[src/rtl/event_tx_queue_pkg.sv]
// Shared types and word packers for the event transmit queue.
// Event words carry the motif in [63:60]; markers carry tag F in [59:56] and the frame index.
package event_tx_queue_pkg;

  localparam logic [3:0] MARKER_TAG = 4'hF;
  localparam int         EVT_W      = 64;

  typedef enum logic [1:0] {
    ST_IDLE,
    ST_START,
    ST_WAIT
  } drain_state_t;

  // Masking keeps the low 56 delta bits; the motif replaces the top byte.
  function automatic logic [EVT_W-1:0] pack_event(input logic [3:0]  motif,
                                                  input logic [63:0] delta);
    return {motif, 4'h0, 56'h0} | (delta & 64'h00FF_FFFF_FFFF_FFFF);
  endfunction

  function automatic logic [EVT_W-1:0] pack_marker(input logic [15:0] idx);
    return {4'h0, MARKER_TAG, 40'h0, idx};
  endfunction

endpackage

[src/rtl/event_tx_queue_if.sv]
// Event input and uart_tx_64 start/busy/done handshake, grouped for the queue.
// The slave side is the queue; the master side is classifier plus UART.
interface event_tx_queue_if;

  logic        ev_valid;
  logic [3:0]  ev_motif;
  logic [63:0] ev_delta;
  logic        frame_sync;
  logic [63:0] tx_data;
  logic        tx_start;
  logic        tx_busy;
  logic        tx_done;

  modport master (
    output ev_valid, ev_motif, ev_delta, frame_sync, tx_busy, tx_done,
    input  tx_data, tx_start
  );

  modport slave (
    input  ev_valid, ev_motif, ev_delta, frame_sync, tx_busy, tx_done,
    output tx_data, tx_start
  );

endinterface

[src/rtl/event_tx_queue_sync_fifo.sv]
// Synchronous FIFO with AW+1 bit wrapping pointers; head is read combinationally.
// A push while full is accepted only if a pop happens in the same cycle.
module event_tx_queue_sync_fifo #(
  parameter int WIDTH = 64,
  parameter int DEPTH = 16,
  parameter int AW    = 4
) (
  input  logic             clk,
  input  logic             rst,
  input  logic             push,
  input  logic [WIDTH-1:0] push_dat,
  input  logic             pop,
  output logic [WIDTH-1:0] head_dat,
  output logic             full,
  output logic             empty,
  output logic [AW:0]      count
);

  localparam logic [AW:0] ONE = 1;

  logic [WIDTH-1:0] mem [DEPTH];
  logic [AW:0]      wr_ptr;
  logic [AW:0]      rd_ptr;
  logic             push_ok;
  logic             pop_ok;

  assign empty    = (wr_ptr == rd_ptr);
  assign full     = (wr_ptr[AW] != rd_ptr[AW]) && (wr_ptr[AW-1:0] == rd_ptr[AW-1:0]);
  assign pop_ok   = pop && !empty;
  assign push_ok  = push && (!full || pop_ok);
  assign head_dat = mem[rd_ptr[AW-1:0]];

  always_ff @(posedge clk) begin
    if (rst) begin
      wr_ptr <= '0;
      rd_ptr <= '0;
      count  <= '0;
    end else begin
      if (push_ok) wr_ptr <= wr_ptr + ONE;
      if (pop_ok)  rd_ptr <= rd_ptr + ONE;
      case ({push_ok, pop_ok})
        2'b10:   count <= count + ONE;
        2'b01:   count <= count - ONE;
        default: count <= count;
      endcase
    end
  end

  // Storage needs no reset: the pointers define what is valid.
  always_ff @(posedge clk) begin
    if (push_ok) mem[wr_ptr[AW-1:0]] <= push_dat;
  end

endmodule

[src/rtl/event_tx_queue.sv]
// Queues packed events and frame markers, draining one word per UART start/done cycle.
// Event accepted into an idle empty queue gives tx_start two cycles later; events arriving while full are dropped and counted.
module event_tx_queue
  import event_tx_queue_pkg::*;
#(
  parameter int DEPTH  = 16,
  parameter int AW     = 4,
  parameter int DROP_W = 16
) (
  input  logic              clk,
  input  logic              rst,
  event_tx_queue_if.slave   bus,
  output logic [AW:0]       fifo_count,
  output logic              overflow,
  output logic [DROP_W-1:0] drop_count
);

  localparam logic [DROP_W-1:0] DROP_ONE = 1;

  drain_state_t     state;
  logic [15:0]      frame_idx;
  logic             marker_pend;
  logic [EVT_W-1:0] tx_data_q;
  logic             tx_start_q;

  logic             fifo_full;
  logic             fifo_empty;
  logic             fifo_pop;
  logic             fifo_push;
  logic             marker_wr;
  logic             ev_drop;
  logic [EVT_W-1:0] push_dat;
  logic [EVT_W-1:0] head_dat;

  // Events own the write port; a pending marker takes the first idle cycle with room.
  assign fifo_pop  = (state == ST_IDLE) && !fifo_empty && !bus.tx_busy;
  assign marker_wr = marker_pend && !bus.ev_valid && (!fifo_full || fifo_pop);
  assign fifo_push = bus.ev_valid || marker_wr;
  assign push_dat  = bus.ev_valid ? pack_event(bus.ev_motif, bus.ev_delta)
                                  : pack_marker(frame_idx);
  assign ev_drop   = bus.ev_valid && fifo_full && !fifo_pop;

  assign bus.tx_data  = tx_data_q;
  assign bus.tx_start = tx_start_q;

  event_tx_queue_sync_fifo #(
    .WIDTH (EVT_W),
    .DEPTH (DEPTH),
    .AW    (AW)
  ) u_fifo (
    .clk      (clk),
    .rst      (rst),
    .push     (fifo_push),
    .push_dat (push_dat),
    .pop      (fifo_pop),
    .head_dat (head_dat),
    .full     (fifo_full),
    .empty    (fifo_empty),
    .count    (fifo_count)
  );

  always_ff @(posedge clk) begin
    if (rst) begin
      frame_idx   <= '0;
      marker_pend <= 1'b0;
      overflow    <= 1'b0;
      drop_count  <= '0;
    end else begin
      // A new frame re-arms the marker even if the old one is written this cycle.
      if (bus.frame_sync) begin
        frame_idx   <= frame_idx + 16'd1;
        marker_pend <= 1'b1;
      end else if (marker_wr) begin
        marker_pend <= 1'b0;
      end
      if (ev_drop) begin
        overflow <= 1'b1;
        if (drop_count != '1) drop_count <= drop_count + DROP_ONE;
      end
    end
  end

  always_ff @(posedge clk) begin
    if (rst) begin
      state      <= ST_IDLE;
      tx_data_q  <= '0;
      tx_start_q <= 1'b0;
    end else begin
      case (state)
        ST_IDLE: begin
          tx_start_q <= 1'b0;
          if (fifo_pop) begin
            tx_data_q  <= head_dat;
            tx_start_q <= 1'b1;
            state      <= ST_START;
          end
        end
        ST_START: begin
          tx_start_q <= 1'b0;
          state      <= ST_WAIT;
        end
        ST_WAIT: begin
          tx_start_q <= 1'b0;
          if (bus.tx_done) state <= ST_IDLE;
        end
        default: begin
          tx_start_q <= 1'b0;
          state      <= ST_IDLE;
        end
      endcase
    end
  end

endmodule

[src/flat_wrapper.sv]
// flat-port wrapper written by rule: the top's interface ports become plain ports
module event_tx_queue_flat import event_tx_queue_pkg::*;
#(
  parameter int DEPTH  = 16,
  parameter int AW     = 4,
  parameter int DROP_W = 16
)
  (clk, rst, fifo_count, overflow, drop_count, bus_ev_valid, bus_ev_motif, bus_ev_delta, bus_frame_sync, bus_tx_busy, bus_tx_done, bus_tx_data, bus_tx_start);
  event_tx_queue_if bus_i ();
  input  logic clk;
  input  logic rst;
  output logic [AW:0] fifo_count;
  output logic overflow;
  output logic [DROP_W-1:0] drop_count;
  input wire logic [$bits(bus_i.ev_valid)-1:0] bus_ev_valid;
  input wire logic [$bits(bus_i.ev_motif)-1:0] bus_ev_motif;
  input wire logic [$bits(bus_i.ev_delta)-1:0] bus_ev_delta;
  input wire logic [$bits(bus_i.frame_sync)-1:0] bus_frame_sync;
  input wire logic [$bits(bus_i.tx_busy)-1:0] bus_tx_busy;
  input wire logic [$bits(bus_i.tx_done)-1:0] bus_tx_done;
  output wire logic [$bits(bus_i.tx_data)-1:0] bus_tx_data;
  output wire logic [$bits(bus_i.tx_start)-1:0] bus_tx_start;
  assign bus_i.ev_valid = bus_ev_valid;
  assign bus_i.ev_motif = bus_ev_motif;
  assign bus_i.ev_delta = bus_ev_delta;
  assign bus_i.frame_sync = bus_frame_sync;
  assign bus_i.tx_busy = bus_tx_busy;
  assign bus_i.tx_done = bus_tx_done;
  assign bus_tx_data = bus_i.tx_data;
  assign bus_tx_start = bus_i.tx_start;
  event_tx_queue #(.DEPTH(DEPTH), .AW(AW), .DROP_W(DROP_W)) u_core (.clk(clk), .rst(rst), .bus(bus_i), .fifo_count(fifo_count), .overflow(overflow), .drop_count(drop_count));
endmodule
[config.mk]
export PLATFORM = sky130hd
export DESIGN_NAME = event_tx_queue_flat
export DESIGN_NICKNAME = d
export VERILOG_FILES = /design/src/rtl/event_tx_queue_pkg.sv /design/src/rtl/event_tx_queue_if.sv /design/src/rtl/event_tx_queue_sync_fifo.sv /design/src/rtl/event_tx_queue.sv /design/src/flat_wrapper.sv
export SDC_FILE = /design/constraint.sdc
export NUM_CORES = 1
export LEC_CHECK = 0
export ABC_AREA = 1
export BUFFER_PORTS_ARGS = -buffer_cell sky130_fd_sc_hd__buf_2
export CAP_MARGIN = 20
export CELL_PAD_IN_SITES_DETAIL_PLACEMENT = 1
export CELL_PAD_IN_SITES_GLOBAL_PLACEMENT = 1
export CORE_AREA = 2 2 302 304
export DETAILED_ROUTE_END_ITERATION = 10
export DIE_AREA = 0 0 304 306
export GPL_TIMING_DRIVEN = 0
export HOLD_SLACK_MARGIN = 0.06
export PLACE_DENSITY_LB_ADDON = 0.3
export SYNTH_ARGS = -nofsm -noshare
export SYNTH_HDL_FRONTEND = slang
export SYNTH_HIERARCHICAL = 1
export SYNTH_SLANG_ARGS = --single-unit
export TNS_END_PERCENT = 20
[constraint.sdc]
create_clock -name clk -period 9.1 [get_ports clk]
set_input_delay 1.82 -clock clk [delete_from_list [all_inputs] [get_ports clk]]
set_output_delay 1.82 -clock clk [all_outputs]
set_load 0.1 [all_outputs]
==> out/qor.yml, run 1 <==
outcome: "complete, no violations"
hold_class: "reg -> reg"
synth_cell_type_count: 38
fin_cells: 5166
route.antenna.remaining_nets: 0
drive_above_1_share: 0.142
cts_sinks: 1144
setup_viol: 0
postPlaceCellArea_um2: 49700
antenna_found_initial: 4
fin_nets: 3969
required_ps: 9480
clock-root-buffer: "clkbuf_16"
syn_avg_cell_area_um2: 13.1
grt_max_degree: 67
p_leak_nw: 19.1
synth_compound_gate_area_share: 0.116
cts_hold_buffers: 0
critical_path.cell_chain: "buf_2 > nor2_2 > nand2_2 > buf_4 > nand2_1 > nand2_1 > nand2_1 > o21ai_4 > inv_4 > nand2_2 > nor2_4 > buf_12 > buf_12"
max_stage_delay_ps: 860
seq_area_frac_synth: 0.715
drt-pass1-iter-count: 6
critPathLaunch: "bus_tx_busy"
crit_top_cell: "nand2_1"
rr_worst_depth: 17
pwr-share-clk: 0.369
ys.flop_type: "edfxtp_1"
hold_path_depth: 1
syn-cell-area_um2: 46400
report.final.hold_viol_count: 0
drt_iter0_drc: 3940
async_reset_ff_frac: 0
synth.area.mux_share: 0.0553
die_w_um: 304
fin_area_um2: 53600
synth_top_family_by_area: "compound AO/OA/AOI/OAI gates"
grt_pass1_vias: 34900
cts_inserted_buffers: 117
drv_cap: 0
area_delta_synth_final_pct: 15.6
critPathKind: "in -> reg"
vias: 32800
timing.rr.end: "u_core/u_fifo/mem[6][8]"
synthCells: 3552
via_per_inst: 6.36
die_area_um2: 93000
core_region_area_um2: 89600
synth_edf_count: 1024
clk_pin_slew_ps: 60
place_congestion: 0.820
hold_ws_ps: 464
cts_setup_buffers: 0
wl_per_cell_um: 31.0
worst_setup_path_end_kind: "register"
rsz0062_at_grt: "no"
startpoint_type: "input port"
rows: 110
ys_ff_latch: 1144
combPwrFrac: 0.176
reg2reg_slack_ps: 4510
seqPwrFrac: 0.455
min_to: "u_core/frame_idx[11]"
cp_top_family: "simple AND/OR/NAND/NOR gates"
ctsResizeCount: 0
placedCellCount: 4938
synth_nets: 3637
p_int_mw: 9.13
fin_total_pwr_mw: 13.1
powerDensity_nw_per_um2: 244
min_period_over_period: 0.520
dieHeight_um: 306
min_period_ps: 4730
power_switching_mw: 3.93
insertion_delay_ps: 730
critPathArrivalTime_ps: 5110
r2r_start: "u_core/u_fifo/wr_ptr[3]"
path_buf_inv: 5
synth_xor_area_frac: 0.00189
tightest_slew_ps: 1310
htreeDepth: 3
io_buffers: 151
slew_violations: 0
max_slew_margin: 0.127
crit_fanout: 24
hp-start: "u_core/frame_idx[11]"
critPathSlowestCell: "nor2_4"
drt-total-wl_um: 160000
fmax_mhz: 211
drc: 0
io_pins: 161
synth-simple-area-share: 0.0569
grt_pass1_wl_um: 231000
overflow: 0
vdd_ir_drop_max_mv: 0.183
synthAdderAreaFrac: 0.00313
start_util: 0.517
switching_share: 0.301
ys_warn_count: 6
skew_ps: 35.7
cts_tree: "done"
hpwl_um: 102000
clk_path_buf_depth: 3
grtUsageTotal: 0.341
-- Yosys cell counts (all sizes together) (2+ instances only) --
master,n,share of area
a21oi,276,0.030
nor2,231,0.020
nor3,5,0.00054
nand3,113,0.013
edfxtp,1024,0.66
xor2,9,0.0017
clkbuf,119,0.0096
dfxtp,120,0.052
nor3b,2,0.00032
nand2,251,0.021
nand3b,5,0.0011
buf,101,0.013
ha,10,0.0027
o21ai,403,0.044
nand4,5,0.00067
o211ai,256,0.041
inv,361,0.029
mux2i,256,0.055
-- registers in the layout, summed over array words and instances, names as in the netlist, named ones only --
name / flops
u_core/bus.tx_data: 64
u_core/bus.tx_start: 1
u_core/drop_count: 16
u_core/frame_idx: 16
u_core/marker_pend: 1
u_core/overflow: 1
u_core/state: 2
u_core/u_fifo/count: 5
u_core/u_fifo/mem: 1024
u_core/u_fifo/rd_ptr: 5
u_core/u_fifo/wr_ptr: 5
-- layout by cell type, fill, tap and decap left out, types with 3 or more instances in the layout --
cell type / instances
buf_12: 28
buf_6: 15
nor3_1: 4
a21oi_1: 275
nand3_1: 108
buf_2: 213
buf_4: 41
dfxtp_1: 120
nor2_1: 199
bufinv_16: 9
clkbuf_1: 136
o21ai_0: 368
nand3_2: 5
o211ai_1: 256
nand4_1: 5
nor2_2: 13
inv_1: 351
clkbuf_8: 8
inv_2: 9
xor2_1: 9
nand2_4: 3
clkinvlp_4: 4
edfxtp_1: 1024
buf_1: 3
clkbuf_16: 118
buf_8: 6
clkinv_2: 38
buf_16: 8
nand2_2: 12
clkinv_1: 20
nand3b_1: 4
nand2_1: 236
inv_6: 3
ha_1: 10
mux2i_1: 256
o21ai_1: 32
nor2_4: 19
-- per-layer routing --
layer  track usage  up-vias  share of wire
li1              -    13600              -
met1         0.422    16700           0.37
met2         0.565     2092           0.48
met3        0.0676      496          0.096
met4         0.192        4          0.055
met5             0        -        0.00021
-- how the worst max path moves through the flow --
stage          depth (start not counted)                        to
2_1_floorplan                          5   u_core/u_fifo/mem[7][0]
3_3_place_gp                           5  u_core/u_fifo/mem[7][61]
3_5_place_dp                          10   u_core/u_fifo/mem[4][1]
4_1_cts                               10   u_core/u_fifo/mem[4][8]
5_1_grt                               13   u_core/u_fifo/mem[6][8]
6_report                              13   u_core/u_fifo/mem[6][8]
-- cell type report --
class	count	area, um^2
fillers	8753	36000
flip-flops and latches	1144	33200
multi-input cells	1826	10900
clock buffers	144	3130
repair buffers	213	1820
well taps	1176	1470
inverters	362	1360
plain buffers	220	1050
clock inverters	79	687
diodes	2	5.00
-- power groups by stage --
stage	Combinational [mW]	Sequential, mW	Clock (mW)
3_3_place_gp	2.07	6.06	0
2_1_floorplan	1.02	6.47	0
4_1_cts	2.25	5.94	4.85
3_5_place_dp	2.20	6.05	0
5_1_grt	2.40	5.96	5.02
6_report	2.30	5.94	4.83
-- per-stage QoR --
step                setup WS, ps  utilization  setup TNS, ps
floorplan                    804            -              0
global placement           -6050        0.542       -2594750
detailed placement          3750        0.555              0
CTS                         4470        0.598              0
global route                4340        0.598              0
finish                      4370        0.598              0
-- logic make-up (layout without fill, tap and decap cells) --
group / count (synthesis) / after routing
DFF: 1144 / 1144
AOI/OAI and AO/OA: 937 / 937
and+or+nand+nor: 612 / 612
buffers and inverters: 582 / 1018
muxes: 256 / 256
adders and majority gates: 11 / 11
xor gates and xnor gates: 10 / 10
other: 0 / 2
No activity file was read; power rests on OpenSTA's default activity.
==> inputs of run 2 (changes only) <==
--- a/config.mk
+++ b/config.mk
@@ -10,9 +10,9 @@
 export CAP_MARGIN = 20
 export CELL_PAD_IN_SITES_DETAIL_PLACEMENT = 1
 export CELL_PAD_IN_SITES_GLOBAL_PLACEMENT = 1
-export CORE_AREA = 2 2 302 304
+export CORE_AREA = 2 2 318 320
 export DETAILED_ROUTE_END_ITERATION = 10
-export DIE_AREA = 0 0 304 306
+export DIE_AREA = 0 0 320 322
 export GPL_TIMING_DRIVEN = 0
 export HOLD_SLACK_MARGIN = 0.06
 export PLACE_DENSITY_LB_ADDON = 0.3
==> constraint.sdc (replaced) <==
create_clock -name clk -period 4.3 [get_ports clk]
set_input_delay 0.86 -clock clk [delete_from_list [all_inputs] [get_ports clk]]
set_output_delay 0.86 -clock clk [all_outputs]
set_load 0.1 [all_outputs]
==> out/qor.yml, run 2 (synthesis gave the netlist of run 1 again) <==
cts_hold_buffers: 0  # unchanged
critPathLaunch: "u_core/u_fifo/wr_ptr[3]"  # was bus_tx_busy
grtUsageTotal: 0.294  # was 0.341
min_period_over_period: 0.959
cp.depth: 18  # was 13
hold_path_depth: 4  # was 1
grt_pass1_wl_um: 220000  # was 231,000 um
powerDensity_nw_per_um2: 505  # was 244 nW/um^2
fin_cells: 5307  # was 5,166
dpl_worst_slack_ps: -845  # was 3750 ps
drc: 0  # unchanged
wl_per_cell_um: 28.9  # was 31.0 um
min_period_ps: 4130
crit_top_cell: "nand2_2"  # was nand2_1
crit_fanout: 19  # was 24
largest_reg_flops: 1024  # unchanged
required_ps: 4710  # was 9480 ps
placedCellCount: 5063  # was 4,938
cts_sinks: 1144  # unchanged
grt_pass1_vias: 33000  # was 34,900
critical_path.cell_chain: "inv_2 > nand2_2 > nand2_2 > nor2_4 > nand3_2 > inv_1 > nor2_4 > nand2_4 > buf_4 > nand2_1 > nand2_1 > nand2_2 > o21ai_4 > inv_4 > nand2_2 > nor2_4 > buf_12 > buf_12"  # was buf_2 > nor2_2 > nand2_2 > buf_4 > nand2_1 > nand2_1 > nand2_1 > o21ai_4 > inv_4 > nand2_2 > nor2_4 > buf_12 > buf_12
insertion_delay_ps: 720  # was 730 ps
via_per_inst: 5.99  # was 6.36
route.antenna.remaining_nets: 0  # unchanged
fin_total_pwr_mw: 27.2  # was 13.1 mW
worst_slack_ps: 174  # was 4370 ps
skew_ps: 23.5  # was 35.7 ps
place_congestion: 0.787  # was 0.820
report.final.hold_viol_count: 0  # unchanged
max_slew_margin: 0.186  # was 0.127
start_util: 0.466  # was 0.517
overflow: 0  # unchanged
htreeDepth: 3  # unchanged
io_pins: 161  # unchanged
rows: 116  # was 110
rsz0062_at_grt: "no"  # unchanged
clk_pin_slew_ps: 60  # about the same
drt-total-wl_um: 154000  # was 160,000 um
critPathSlowestCell: "nor2_4"  # unchanged
setup_viol: 0  # unchanged
path_buf_inv: 6  # was 5
cts_inserted_buffers: 115  # was 117
die_area_um2: 103000  # was 93,000 um^2
rr_worst_depth: 18  # was 17
tightest_slew_ps: 1220  # was 1310 ps
r2r_start: "u_core/u_fifo/wr_ptr[3]"  # unchanged
slew_violations: 0  # unchanged
area_delta_synth_final_pct: 16.4  # was 15.6%
layout_common_cells: "edfxtp_1, o21ai_0, inv_1"  # unchanged
outcome: "complete, no violations"  # unchanged
cts_tree: "done"  # unchanged
critPathKind: "reg -> reg"  # was in -> reg
io_buffers: 151  # unchanged
fin_nets: 3987  # was 3,969
clk_path_buf_depth: 3  # unchanged
die_w_um: 320  # was 304 um
drv_cap: 0  # unchanged
drive_above_1_share: 0.144  # was 0.142
hold_class: "in -> reg"  # was reg -> reg
drt-pass1-iter-count: 5  # was 6
hp-start: "bus_tx_done"  # was u_core/frame_idx[11]
clock-root-buffer: "clkbuf_16"  # unchanged
cp_top_family: "simple AND/OR/NAND/NOR gates"  # unchanged
p_leak_nw: 19.2  # was 19.1 nW
core_region_area_um2: 99600  # was 89,600 um^2
reg2reg_slack_ps: 170  # was 4510 ps
hold_ws_ps: 435  # was 464 ps
critPathArrivalTime_ps: 4530  # was 5110 ps
fmax_mhz: 242
drt_iter0_drc: 3456  # was 3,940
hpwl_um: 102000  # about the same
grt_max_degree: 72  # was 67
antenna_found_initial: 6  # was 4
worst_setup_path_end_kind: "register"  # unchanged
dieHeight_um: 322  # was 306 um
startpoint_type: "register"  # was input port
final_common_cell: "edfxtp_1"  # unchanged
vdd_ir_drop_max_mv: 0.376  # was 0.183 mV
vias: 31800  # was 32,800
max_stage_delay_ps: 570  # was 860 ps
==> run 2: cell count changes in the layout (fill, tap and decap cells not counted), moves of 4 or more <==
cell,previous run,this run
clkinv_2,38,29
buf_4,41,53
buf_6,15,8
bufinv_16,9,5
clkbuf_1,136,146
buf_16,8,16
==> run 2: what timing repair did <==
action	CTS	global route
pin swaps	4	4
cloned	3	0
gates resized for setup	2	1
endpoints found under the setup margin	334	121
buffers inserted	4	10
==> run 2: layout make-up <==
cell class / count / area [um^2]
fill: 9989 / 45600
sequential: 1144 / 33200
multi-input combinational: 1829 / 11000
clock buffer: 153 / 3150
timing repair buffer: 230 / 2110
tap: 1298 / 1620
inverter: 362 / 1360
buffer: 220 / 1050
clock inverter: 66 / 531
antenna: 5 / 12.5
==> run 2: power breakdown <==
part | switching (mW) | internal [mW] | total, mW
logic | 3.61 | 1.19 | 4.80
registers | 0.127 | 12.4 | 12.6
clock network | 4.39 | 5.48 | 9.88
total | 8.13 | 19.1 | 27.2
==> run 2: worst min-delay path: stages <==
cell and delay [ps]:
buf_2 70, nor2_1 30, nor2_1 80, a211oi_1 50
==> run 2: final timing paths <==
kind / to
max reg2reg: u_core/u_fifo/mem[8][12]
min: u_core/state[1]
max: u_core/u_fifo/mem[8][12]
min reg2reg: u_core/frame_idx[11]
==> run 2: per-stage QoR <==
stage	util	setup TNS, ps	area (um^2)
final	0.542	0	54000
after global routing	0.542	0	53900
after global placement	0.490	-3117020	48800
after CTS	0.541	0	53800
after floorplan	-	0	46400
after detailed placement	0.503	-383260	50100
==> run 2: layer usage <==
metal | up-vias | global-route usage | part of all wire
met4 | 6 | 0.144 | 0.049
met5 | - | 0 | 0.00025
li1 | 13600 | - | -
met1 | 16300 | 0.370 | 0.38
met2 | 1573 | 0.492 | 0.49
met3 | 346 | 0.0531 | 0.085
